**src/rtl/de10nano_input_cond_if.sv**
```systemverilog
// Board-input bundle between the raw DE10-Nano pins, the conditioning stage
// and the PIO block it feeds.
interface de10nano_input_cond_if;
    logic [3:0] sw_raw;
    logic [1:0] key_raw;
    logic [3:0] sw_db;
    logic [1:0] key_db;
    logic [1:0] key_press;
    logic [1:0] key_release;
    logic [3:0] sw_change;

    // Board side: drives the raw pins, consumes the conditioned levels/pulses.
    modport master (
        output sw_raw, key_raw,
        input  sw_db, key_db, key_press, key_release, sw_change
    );

    // Conditioning stage side.
    modport slave (
        input  sw_raw, key_raw,
        output sw_db, key_db, key_press, key_release, sw_change
    );
endinterface

```
**src/rtl/de10nano_input_cond.sv**
```systemverilog
// Input conditioning for DE10-Nano switches and keys: 2-flop synchronizer,
// per-bit stability-counter debounce, active-high key levels and registered
// one-cycle edge pulses.

// One conditioning channel: synchronizer, debounce counter, edge pulses.
module de10nano_input_cond_chan #(
    parameter int DEBOUNCE_CYCLES = 50000,
    parameter int CNT_W           = $clog2(DEBOUNCE_CYCLES + 1)
) (
    input  logic clk,
    input  logic rst_n,
    input  logic raw,
    output logic db,
    output logic rise,
    output logic fall
);
    localparam logic [CNT_W-1:0] LAST = CNT_W'(DEBOUNCE_CYCLES - 1);

    logic             s1, s2;
    logic [CNT_W-1:0] cnt;

    // Two-flop synchronizer; s1 feeds s2 directly with no logic between.
    always_ff @(posedge clk or negedge rst_n) begin
        if (!rst_n) begin
            s1 <= 1'b0;
            s2 <= 1'b0;
        end else begin
            s1 <= raw;
            s2 <= s1;
        end
    end

    // Stability counter: any return to db restarts the count from zero;
    // reaching LAST commits the new level, so the counter never wraps.
    // Pulses are registered so they line up with the first cycle of new db.
    always_ff @(posedge clk or negedge rst_n) begin
        if (!rst_n) begin
            db   <= 1'b0;
            cnt  <= '0;
            rise <= 1'b0;
            fall <= 1'b0;
        end else begin
            rise <= 1'b0;
            fall <= 1'b0;
            if (s2 == db) begin
                cnt <= '0;
            end else if (cnt == LAST) begin
                db   <= s2;
                cnt  <= '0;
                rise <= s2;
                fall <= ~s2;
            end else begin
                cnt <= cnt + 1'b1;
            end
        end
    end
endmodule

module de10nano_input_cond #(
    parameter int DEBOUNCE_CYCLES = 50000,
    parameter int CNT_W           = $clog2(DEBOUNCE_CYCLES + 1)
) (
    input  logic                  clk,
    input  logic                  rst_n,
    de10nano_input_cond_if.slave  io
);
    localparam int NUM_SW  = 4;
    localparam int NUM_KEY = 2;
    localparam int NUM_CH  = NUM_SW + NUM_KEY;

    // Channels [3:0] are switches, [5:4] are keys inverted to active-high
    // ahead of the synchronizer so all downstream state is "1 = pressed".
    logic [NUM_CH-1:0] raw, db, rise, fall;

    assign raw = {~io.key_raw, io.sw_raw};

    genvar g;
    generate
        for (g = 0; g < NUM_CH; g++) begin : g_ch
            de10nano_input_cond_chan #(
                .DEBOUNCE_CYCLES (DEBOUNCE_CYCLES),
                .CNT_W           (CNT_W)
            ) u_chan (
                .clk   (clk),
                .rst_n (rst_n),
                .raw   (raw[g]),
                .db    (db[g]),
                .rise  (rise[g]),
                .fall  (fall[g])
            );
        end
    endgenerate

    assign io.sw_db       = db[NUM_SW-1:0];
    assign io.key_db      = db[NUM_CH-1:NUM_SW];
    assign io.key_press   = rise[NUM_CH-1:NUM_SW];
    assign io.key_release = fall[NUM_CH-1:NUM_SW];
    // rise/fall are mutually exclusive flops, so the OR is a clean pulse
    // with no path back to the raw pins.
    assign io.sw_change   = rise[NUM_SW-1:0] | fall[NUM_SW-1:0];
endmodule

```
**src/flat_wrapper.sv**
```systemverilog
// flat-port wrapper written by rule: the top's interface ports become plain ports
module de10nano_input_cond_flat 
#(
    parameter int DEBOUNCE_CYCLES = 50000,
    parameter int CNT_W           = $clog2(DEBOUNCE_CYCLES + 1)
)
  (clk, rst_n, io_sw_raw, io_key_raw, io_sw_db, io_key_db, io_key_press, io_key_release, io_sw_change);
  de10nano_input_cond_if io_i ();
  input  logic clk;
  input  logic rst_n;
  input wire logic [$bits(io_i.sw_raw)-1:0] io_sw_raw;
  input wire logic [$bits(io_i.key_raw)-1:0] io_key_raw;
  output wire logic [$bits(io_i.sw_db)-1:0] io_sw_db;
  output wire logic [$bits(io_i.key_db)-1:0] io_key_db;
  output wire logic [$bits(io_i.key_press)-1:0] io_key_press;
  output wire logic [$bits(io_i.key_release)-1:0] io_key_release;
  output wire logic [$bits(io_i.sw_change)-1:0] io_sw_change;
  assign io_i.sw_raw = io_sw_raw;
  assign io_i.key_raw = io_key_raw;
  assign io_sw_db = io_i.sw_db;
  assign io_key_db = io_i.key_db;
  assign io_key_press = io_i.key_press;
  assign io_key_release = io_i.key_release;
  assign io_sw_change = io_i.sw_change;
  de10nano_input_cond #(.DEBOUNCE_CYCLES(DEBOUNCE_CYCLES), .CNT_W(CNT_W)) u_core (.clk(clk), .rst_n(rst_n), .io(io_i));
endmodule
```
**config.mk**
```make
export PLATFORM = sky130hd
export DESIGN_NAME = de10nano_input_cond_flat
export DESIGN_NICKNAME = d
export VERILOG_FILES = /design/src/rtl/de10nano_input_cond_if.sv /design/src/rtl/de10nano_input_cond.sv /design/src/flat_wrapper.sv
export SDC_FILE = /design/constraint.sdc
export NUM_CORES = 1
export LEC_CHECK = 0
export ABC_AREA = 0
export BUFFER_PORTS_ARGS = -buffer_cell sky130_fd_sc_hd__buf_2
export CORE_ASPECT_RATIO = 0.6
export CORE_UTILIZATION = 40
export CTS_CLUSTER_SIZE = 28
export DETAILED_ROUTE_END_ITERATION = 6
export PLACE_DENSITY = 0.7
export SLEW_MARGIN = 20
export SYNTH_ARGS = -nofsm -noshare
export SYNTH_HDL_FRONTEND = slang
export SYNTH_HIERARCHICAL = 1
export SYNTH_SLANG_ARGS = --single-unit
```
**constraint.sdc**
```tcl
create_clock -name clk -period 1.7 [get_ports clk]
set_clock_uncertainty 0.2 [all_clocks]
set_input_delay 0.085 -clock clk [delete_from_list [all_inputs] [get_ports clk]]
set_output_delay 0.085 -clock clk [all_outputs]
set_load 0.05 [all_outputs]
```
Word-level counts from Yosys, hierarchy flattened
Index checks and enable logic that the tools add are counted.

operators by class
  reductions and logical operators = 6
  multiplexer cells = 36
  equal/unequal tests = 12
  bitwise logic cells = 14
  $add $sub $neg = 6

operator list
  cell                                                             count
  16-bit two-way mux                                               12
  16-bit by 1-bit adder with 16-bit output, second input constant  6
  16-bit equality test, second input constant                      6
  1-bit two-way mux                                                24
  1-bit inverter                                                   12
  2-bit AND reduction                                              6
  1-bit equality test                                              6
  4-bit bitwise OR                                                 1
  2-bit inverter                                                   1

word-level totals
  output and inout port bits = 14
  bits of input ports = 8
  bits in registers = 126
  word-level logic and storage cells = 110

Longest topological paths before layout
Gate-level depths: netlist of the first run.

  word-level depth = 3
  mapped depth = 7
  depth with buffers taken out = 5

By module
Netlist of the first run, hierarchy kept.

by module, submodules not included
  module                    instances  cells an instance  sequential area each (sq um)  area each (sq um)
  de10nano_input_cond_chan  6          90                 525.5                         984.7
  de10nano_input_cond       1          10                 0.0                           62.6

Worst setup path after synthesis of the first run
Ideal clock, no wire load.

  path kind = register -> register
  start point = reg u_core.g_ch[0].u_chan.cnt[0]
  end point = reg u_core.g_ch[0].u_chan.db
  data required time = 1.372 ns
  path buffers = 1
  library setup time = 0.128 ns
  data arrival time = 1.354 ns
  cell stages (with the launch flop) = 6
  path slack = 0.018 ns
  clock period less this slack = 1.682 ns
  cell sequence = dfrtp_1 > ha_1 > and3_1 > buf_2 > nand4_2 > mux2_1

between the ends
  word-level cells in the longest chain between the ends = 2

RTL lines
  item                           RTL line                   source
  from (decl)                    de10nano_input_cond.sv:20  logic [CNT_W-1:0] cnt;
  from (signal assigned)         de10nano_input_cond.sv:53  cnt <= cnt + 1'b1;
  16-bit equality test           de10nano_input_cond.sv:47  end else if (cnt == LAST) begin
  2-bit AND reduction (no line)  -
  to (signal assigned)           de10nano_input_cond.sv:38  db <= 1'b0;
  to (signal assigned)           de10nano_input_cond.sv:48  db <= s2;
  to (decl)                      de10nano_input_cond.sv:13  output logic db,

No other way between the ends.
A chain may end at the register's enable or synchronous reset.

Final worst setup path of the first run
  start point = reg u_core.g_ch[4].u_chan.cnt[10]
  end point = reg u_core.g_ch[4].u_chan.db

between the ends
  word-level cells in the longest chain between the ends = 2

RTL lines
  item                           RTL line
  from (decl)                    de10nano_input_cond.sv:20
  from (signal assigned)         de10nano_input_cond.sv:53
  16-bit equality test           de10nano_input_cond.sv:47
  2-bit AND reduction (no line)  -
  to (signal assigned)           de10nano_input_cond.sv:38
  to (signal assigned)           de10nano_input_cond.sv:48
  to (decl)                      de10nano_input_cond.sv:13

No other way between the ends.

==> key figures, run 1 <==
Outcome
  – Outcome: finished with violations
  – Failing checks: setup timing

Floorplanning
  – FP Rows: 34
  – Die ar.: 15400 um2
  – Die height: 96.6 um
  – Initial Util: 0.410
  – Die W: 160 um
  – Boundary pin count: 22
  – Core Region: 14500 um2

Detailed routing
  – WL per Instance: 15.2 um
  – Drt total wl: 12.7 mm
  – Routed Antenna Nets: 0
  – Post-route DRC: 0
  – Via/cell ratio: 5.18
  – Drt pass-1 iters: 5
  – Vias post-DR: 4339
  – Drt first-iter violations: 272

STA
  – Final setup fails: 1
  – Slew @ Worst Pin: 0.477 ns
  – Slew Limit Fails: 0
  – FMAX: 582 MHz
  – Final Cycle Share: 1.01
  – Final hold violation count: 0
  – Clock period minus final worst setup slack: 1.72 ns
  – RSZ-0062 raised after global routing: yes
  – Worst slew margin: 0.681
  – Setup_tns: -0.0193 ns
  – Setup ws final: -0.0193 ns

Clocking
  – Max clock buf depth: 2
  – Clock transition at the registers of the reported paths: 0.05 ns
  – Clk sinks: 126
  – H-tree depth: 4
  – Root buf cell: clkbuf_16
  – Clk_lat worst skew: 0.41 ns
  – CTS Buf Count: 17
  – CTS tree: done

Power
  – Switching Share: 0.200
  – Clock group share of total power: 0.550
  – Static Leak: 3.33 nW
  – Worst VDD drop: 0.757 mV
  – Power share of the sequential group: 0.419
  – Switching power: 1.48 mW
  – Int Power: 5.93 mW
  – Pwr dens: 954 nW/um2
  – Power share of the combinational group: 0.032

Min path
  – Path type of the worst min-delay path: in -> reg

Placement
  – Port Buffers: 21
  – Pre-CTS WS: -0.0847 ns
  – Post-DP HPWL: 8.08 mm
  – Gp weighted congestion: 0.883

Setup path
  – Delay of the slowest cell on the worst path: 0.40 ns
  – Crit Path Category: reg -> reg
  – R2r setup slk: -0.02 ns
  – Max FO, Critical Path: 5
  – Worst Setup Start Kind: register
  – Worst Path Arrival: 1.81 ns
  – Slowest CP cell: dfrtp_1
  – Worst Path Required: 1.79 ns
  – CP endpoint kind: register
  – Cell breakdown of the critical path: buf_6 > nor4bb_4 > nand4_4 > mux2_4

Synth
  – Cell with the most instances after synthesis: dfrtp_1
  – Async S/R FF share, synth: 1.00
  – Synthesized instance count: 550
  – Synth warnings: 6
  – Area contributors post-synth: dfrtp_1 (53%), xnor2_1 (7.9%), nor2_1 (6.4%)
  – Synth cell types: 26
  – Synth Register Bits: 126
  – Dominant cell type by area after synthesis: dfrtp_1
  – Post-synthesis average cell area: 10.9 um2
  – Number of flops mapped to enable cells by yosys: 0
  – Commonest cells post-synth: dfrtp_1 (126), nor2_1 (102), xnor2_1 (54)
  – Top-area cell type share of the netlist area: 0.528
  – Syn Std Cell Area: 5970 um2
  – Seq/Total Area, Yosys: 0.528
  – Syn nets: 564
  – Top_reg_cell synth: dfrtp_1

Finish
  – Layout cell share with drive strength beyond 1: 0.267
  – FILL cells: 1206
  – Nets: 641
  – Diode count: 0
  – Area grow syn2layout: 30.0%

Job
  – Max-cap violation count: 0

GRT
  – Initial antenna violation count: 0
  – Largest net degree at the start of global routing: 32
  – Vias in the first global route: 4308
  – First-pass GRT wire length: 20.9 mm
  – Tot GR Track Use: 0.170
  – Congestion Overflow GR: 0
-- logic make-up after synthesis --
kind of cell  count (synthesis)  share of synthesized area
xor+xnor                     90                      0.132
fa+ha+maj                     6                     0.0126
buf+inv                      36                     0.0365
flops                       126                      0.528
mux                           6                     0.0113
simple gates                286                      0.280
-- per-stage QoR --
stage	util	area (um2)	std cells	power, mW	hold slack, ns
2_1_floorplan	-	5970	550	3.23	-0.411
3_3_place_gp	0.450	6540	790	3.34	-0.187
3_5_place_dp	0.450	6540	790	3.35	-0.186
4_1_cts	0.507	7380	830	7.45	0.0689
5_1_grt	0.533	7760	838	7.65	0.105
6_report	0.533	7760	838	7.41	0.107
-- sequential cells by signal (all words and copies together) (netlist names) --
signal                   count
u_core/g_ch.u_chan/s2        6
u_core/g_ch.u_chan/db        6
u_core/g_ch.u_chan/cnt      96
u_core/g_ch.u_chan/s1        6
u_core/g_ch.u_chan/rise      6
u_core/g_ch.u_chan/fall      6
-- worst max-delay path: cells and delay by family (launching register included) --
kind / cells / cell delay (ns)
multiplexers: 1 / 0.34
buffers and inverters: 1 / 0.13
flip-flops: 1 / 0.40
AND/OR/NAND/NOR: 2 / 0.54
-- layer usage --
metal,share of wire,wire length (um),track usage,up-vias
li1,-,-,-,2064
met1,0.47,5990,0.241,2158
met2,0.47,6030,0.249,98
met3,0.040,513,0.0463,19
met4,0.015,186,0.0643,0
met5,0,0,0,-
-- power groups by stage --
stage / registers [mW] / logic [mW] / clock network [mW]
final: 3.10 / 0.234 / 4.07
after global routing: 3.10 / 0.270 / 4.28
after CTS: 3.10 / 0.224 / 4.13
after detailed placement: 3.15 / 0.201 / 0
after global placement: 3.14 / 0.194 / 0
after floorplan: 3.14 / 0.0952 / 0
-- what timing repair did --
action,CTS,global route
hold endpoints to repair,132,15
gates resized for setup,15,57
hold buffers,8,1
endpoints found under the setup margin,54,112
pin swaps,0,25
setup buffers,0,8
-- layout make-up --
cell class              count  area [um2]  share of cell area
clock inverters            11         213              0.0274
flip-flops and latches    126        3150               0.406
well taps                 198         248              0.0319
clock buffers              21         450              0.0580
multi-input cells         388        3000               0.387
repair buffers             86         664              0.0856
inverters                   8        30.0             0.00387
-- worst paths after layout --
path | from | end | cells after the start
min | io_sw_raw[1] | u_core/g_ch[1].u_chan/s1 | 2
max reg2reg | u_core/g_ch[4].u_chan/cnt[10] | u_core/g_ch[4].u_chan/db | 4
min in group asynchronous | rst_n | u_core/g_ch[1].u_chan/cnt[5] | 3
min reg2reg | u_core/g_ch[4].u_chan/s1 | u_core/g_ch[4].u_chan/s2 | 0
max | u_core/g_ch[4].u_chan/cnt[10] | u_core/g_ch[4].u_chan/db | 4
max in group asynchronous | rst_n | u_core/g_ch[2].u_chan/cnt[5] | 4
-- layout by cell type (no fill, tap or decap), types with 3 or more instances in the layout --
cell and count:
nand3_2 6, and4_1 6, buf_12 3, ha_2 6, xnor2_1 54, or2_1 4
nand4_1 36, and3_4 6, nor4_1 3, xor2_1 36, inv_1 8, nor3b_1 8
nand2_1 6, nand2_4 4, nor4_2 15, mux2_1 4, nor3_1 12, dlygate4sd3_1 8
and3_1 12, nor4b_4 6, dfrtp_1 125, nor2_1 102, and4bb_1 6, nor3b_2 4
clkbuf_16 17, bufinv_16 6, clkbuf_1 3, nand3_1 30, buf_2 20, nor4bb_4 5
buf_4 52, buf_6 3, and2_1 6, nand4_4 6, clkinvlp_4 3
No activity file was read; power rests on OpenSTA's default activity.
==> run 2, diff against run 1 <==
Settings changed: GPL_ROUTABILITY_DRIVEN set to 0, PLACE_DENSITY 0.7 to 0.68.
Clock period 1.7 ns to 2.1 ns, I/O delays scaled along.
==> run 2 against run 1 <==
Effect of this change:
- the flow now finishes without violations
- final cell count shrank 6.3%
- combinational power shrank 32%
- clock power down 29%
- wire length shrank 14%
- first-iteration DRC count shrank 31%
- design area is 11% lower
- power decreased by 25%
- critical endpoint is now u_core/g_ch[5].u_chan/cnt[14]
- largest power group unchanged
- fmax decreased by 10%
- hold slack gained 0.0071 ns
- worst setup slack gained 0.20 ns
- flip-flop and latch count unchanged
- sequential share of layout area up 5.2 points
==> key figures, run 2 (synthesis gave the netlist of run 1 again) <==
STA
  – Final setup fails: 0 (was 1)
  – Worst slew margin: 0.438 (was 0.681)
  – Slew @ Worst Pin: 0.841 ns (was 0.477 ns)
  – Final hold violation count: 0 (unchanged)
  – Final Cycle Share: 0.913 (was 1.01)
  – Slew Limit Fails: 0 (unchanged)
  – FMAX: 521 MHz (was 582 MHz)
  – RSZ-0062 raised after global routing: no (was yes)
  – Setup ws final: 0.182 ns (was -0.0193 ns)
  – Clock period minus final worst setup slack: 1.92 ns (was 1.72 ns)
  – Hold_ws: 0.114 ns (was 0.107 ns)
  – Setup_tns: 0 ns (was -0.0193 ns)

Floorplanning
  – Core Region: 14500 um2 (unchanged)
  – Die ar.: 15400 um2 (unchanged)
  – Initial Util: 0.410 (unchanged)
  – FP Rows: 34 (unchanged)
  – Boundary pin count: 22 (unchanged)
  – Die W: 160 um (unchanged)
  – Die height: 96.6 um (unchanged)

Clocking
  – Hold Buf Count CTS: 9 (was 8)
  – Clk_lat worst skew: 0.40 ns (was 0.41 ns)
  – Post_cts resized: 0 (was 15)
  – Clk sinks: 126 (unchanged)
  – Root buf cell: clkbuf_16 (unchanged)
  – CTS tree: done (unchanged)
  – Max clock buf depth: 2 (unchanged)
  – CTS Buf Count: 17 (unchanged)
  – H-tree depth: 4 (unchanged)
  – Setup bufs post-CTS: 0 (unchanged)
  – Clock transition at the registers of the reported paths: 0.06 ns (was 0.05 ns)

GRT
  – First-pass GRT wire length: 19.1 mm (was 20.9 mm)
  – Congestion Overflow GR: 0 (unchanged)
  – Largest net degree at the start of global routing: 52 (was 32)
  – Tot GR Track Use: 0.154 (was 0.170)
  – Initial antenna violation count: 0 (unchanged)
  – Vias in the first global route: 3858 (was 4308)

Outcome
  – Outcome: complete, no violations (was finished with violations)

Setup path
  – Cells on worst reg2reg path: 5 (was 4)
  – Worst Setup Start Kind: register (unchanged)
  – Max FO, Critical Path: 15 (was 5)
  – CP endpoint kind: register (unchanged)
  – Worst Path Arrival: 1.99 ns (was 1.81 ns)
  – Crit Path Category: reg -> reg (unchanged)
  – Worst Path Required: 2.17 ns (was 1.79 ns)
  – R2r setup slk: 0.18 ns (was -0.02 ns)
  – Worst R2R Start: u_core/g_ch[5].u_chan/cnt[0] (was u_core/g_ch[4].u_chan/cnt[10])
  – FF-to-FF End: u_core/g_ch[5].u_chan/cnt[14] (was u_core/g_ch[4].u_chan/db)

Placement
  – Port Buffers: 21 (unchanged)
  – Pre-CTS WS: 0.213 ns (was -0.0847 ns)
  – Post-DP HPWL: 6.91 mm (was 8.08 mm)

Min path
  – Path type of the worst min-delay path: in -> async (was in -> reg)

Detailed routing
  – Via/cell ratio: 5.15 (was 5.18)
  – Drt pass-1 iters: 4 (was 5)
  – Vias post-DR: 4043 (was 4339)
  – WL per Instance: 13.9 um (was 15.2 um)
  – Drt total wl: 11.0 mm (was 12.7 mm)
  – Post-route DRC: 0 (unchanged)
  – Drt first-iter violations: 187 (was 272)
  – Routed Antenna Nets: 0 (unchanged)

Finish
  – Largest Register: u_core/g_ch.u_chan/cnt (unchanged)
  – Layout cell share with drive strength beyond 1: 0.135 (was 0.267)
  – Largest register FFs: 96 (unchanged)
  – Most frequent cells in the layout: dfrtp_1 (126), nor2_1 (102), xnor2_1 (54) (was dfrtp_1 (125), nor2_1 (102), xnor2_1 (54))
  – Diode count: 0 (unchanged)
  – Util after Layout: 0.472 (was 0.533)
  – Most common cell after layout, fill and taps aside: dfrtp_1 (unchanged)
  – Nets: 589 (was 641)
  – Area grow syn2layout: 15.1% (was 30.0%)

Power
  – Tot Pwr: 5.58 mW (was 7.41 mW)
  – Worst VDD drop: 0.342 mV (was 0.757 mV)
  – Static Leak: 2.98 nW (was 3.33 nW)
  – Pwr dens: 811 nW/um2 (was 954 nW/um2)

Job
  – Max-cap violation count: 0 (unchanged)
-- run 2: metal layers --
layer / GRT usage / vias up / wire, um
li1: - / 1953 / -
met1: 0.227 / 2004 / 5840
met2: 0.220 / 82 / 4670
met3: 0.0442 / 4 / 392
met4: 0.0444 / 0 / 49
met5: 0 / - / 0
-- run 2: layout make-up --
type / count / area, um2
well taps: 198 / 248
clock inverters: 12 / 145
clock buffers: 19 / 443
fillers: 1336 / 7680
repair buffers: 34 / 253
multi-input cells: 388 / 2600
flip-flops and latches: 126 / 3150
inverters: 8 / 30.0
-- run 2: stage by stage --
stage / area [um2] / instances
finish: 6870 / 785
CTS: 6870 / 785
global route: 6870 / 785
detailed placement: 6190 / 745
global placement: 6190 / 745
floorplan: 5970 / 550
-- run 2: worst max-delay path by stage --
| stage | start | to | slack [ns] | cells past startpoint |
|---|---|---|---|---|
| floorplan | u_core/g_ch[0].u_chan/cnt[0] | u_core/g_ch[0].u_chan/db | 0.42 | 5 |
| global placement | u_core/g_ch[4].u_chan/cnt[0] | u_core/g_ch[4].u_chan/cnt[11] | 0.25 | 5 |
| detailed placement | u_core/g_ch[5].u_chan/cnt[0] | u_core/g_ch[5].u_chan/cnt[11] | 0.21 | 5 |
| CTS | u_core/g_ch[4].u_chan/cnt[0] | u_core/g_ch[4].u_chan/cnt[7] | 0.19 | 5 |
| global route | u_core/g_ch[4].u_chan/cnt[0] | u_core/g_ch[4].u_chan/cnt[15] | 0.02 | 5 |
| finish | u_core/g_ch[5].u_chan/cnt[0] | u_core/g_ch[5].u_chan/cnt[14] | 0.18 | 5 |
-- run 2: power by group --
group | internal (mW) | switching [mW]
clock | 1.88 | 1.03
sequential | 2.47 | 0.0381
combinational | 0.0561 | 0.103
-- run 2: worst max-delay path, cell delays in order, from the launching register on --
cell and delay, ns:
dfrtp_1 0.40, ha_1 0.23, and3_1 0.34, nand4_2 0.21
nand2_2 0.31, nor2_1 0.10
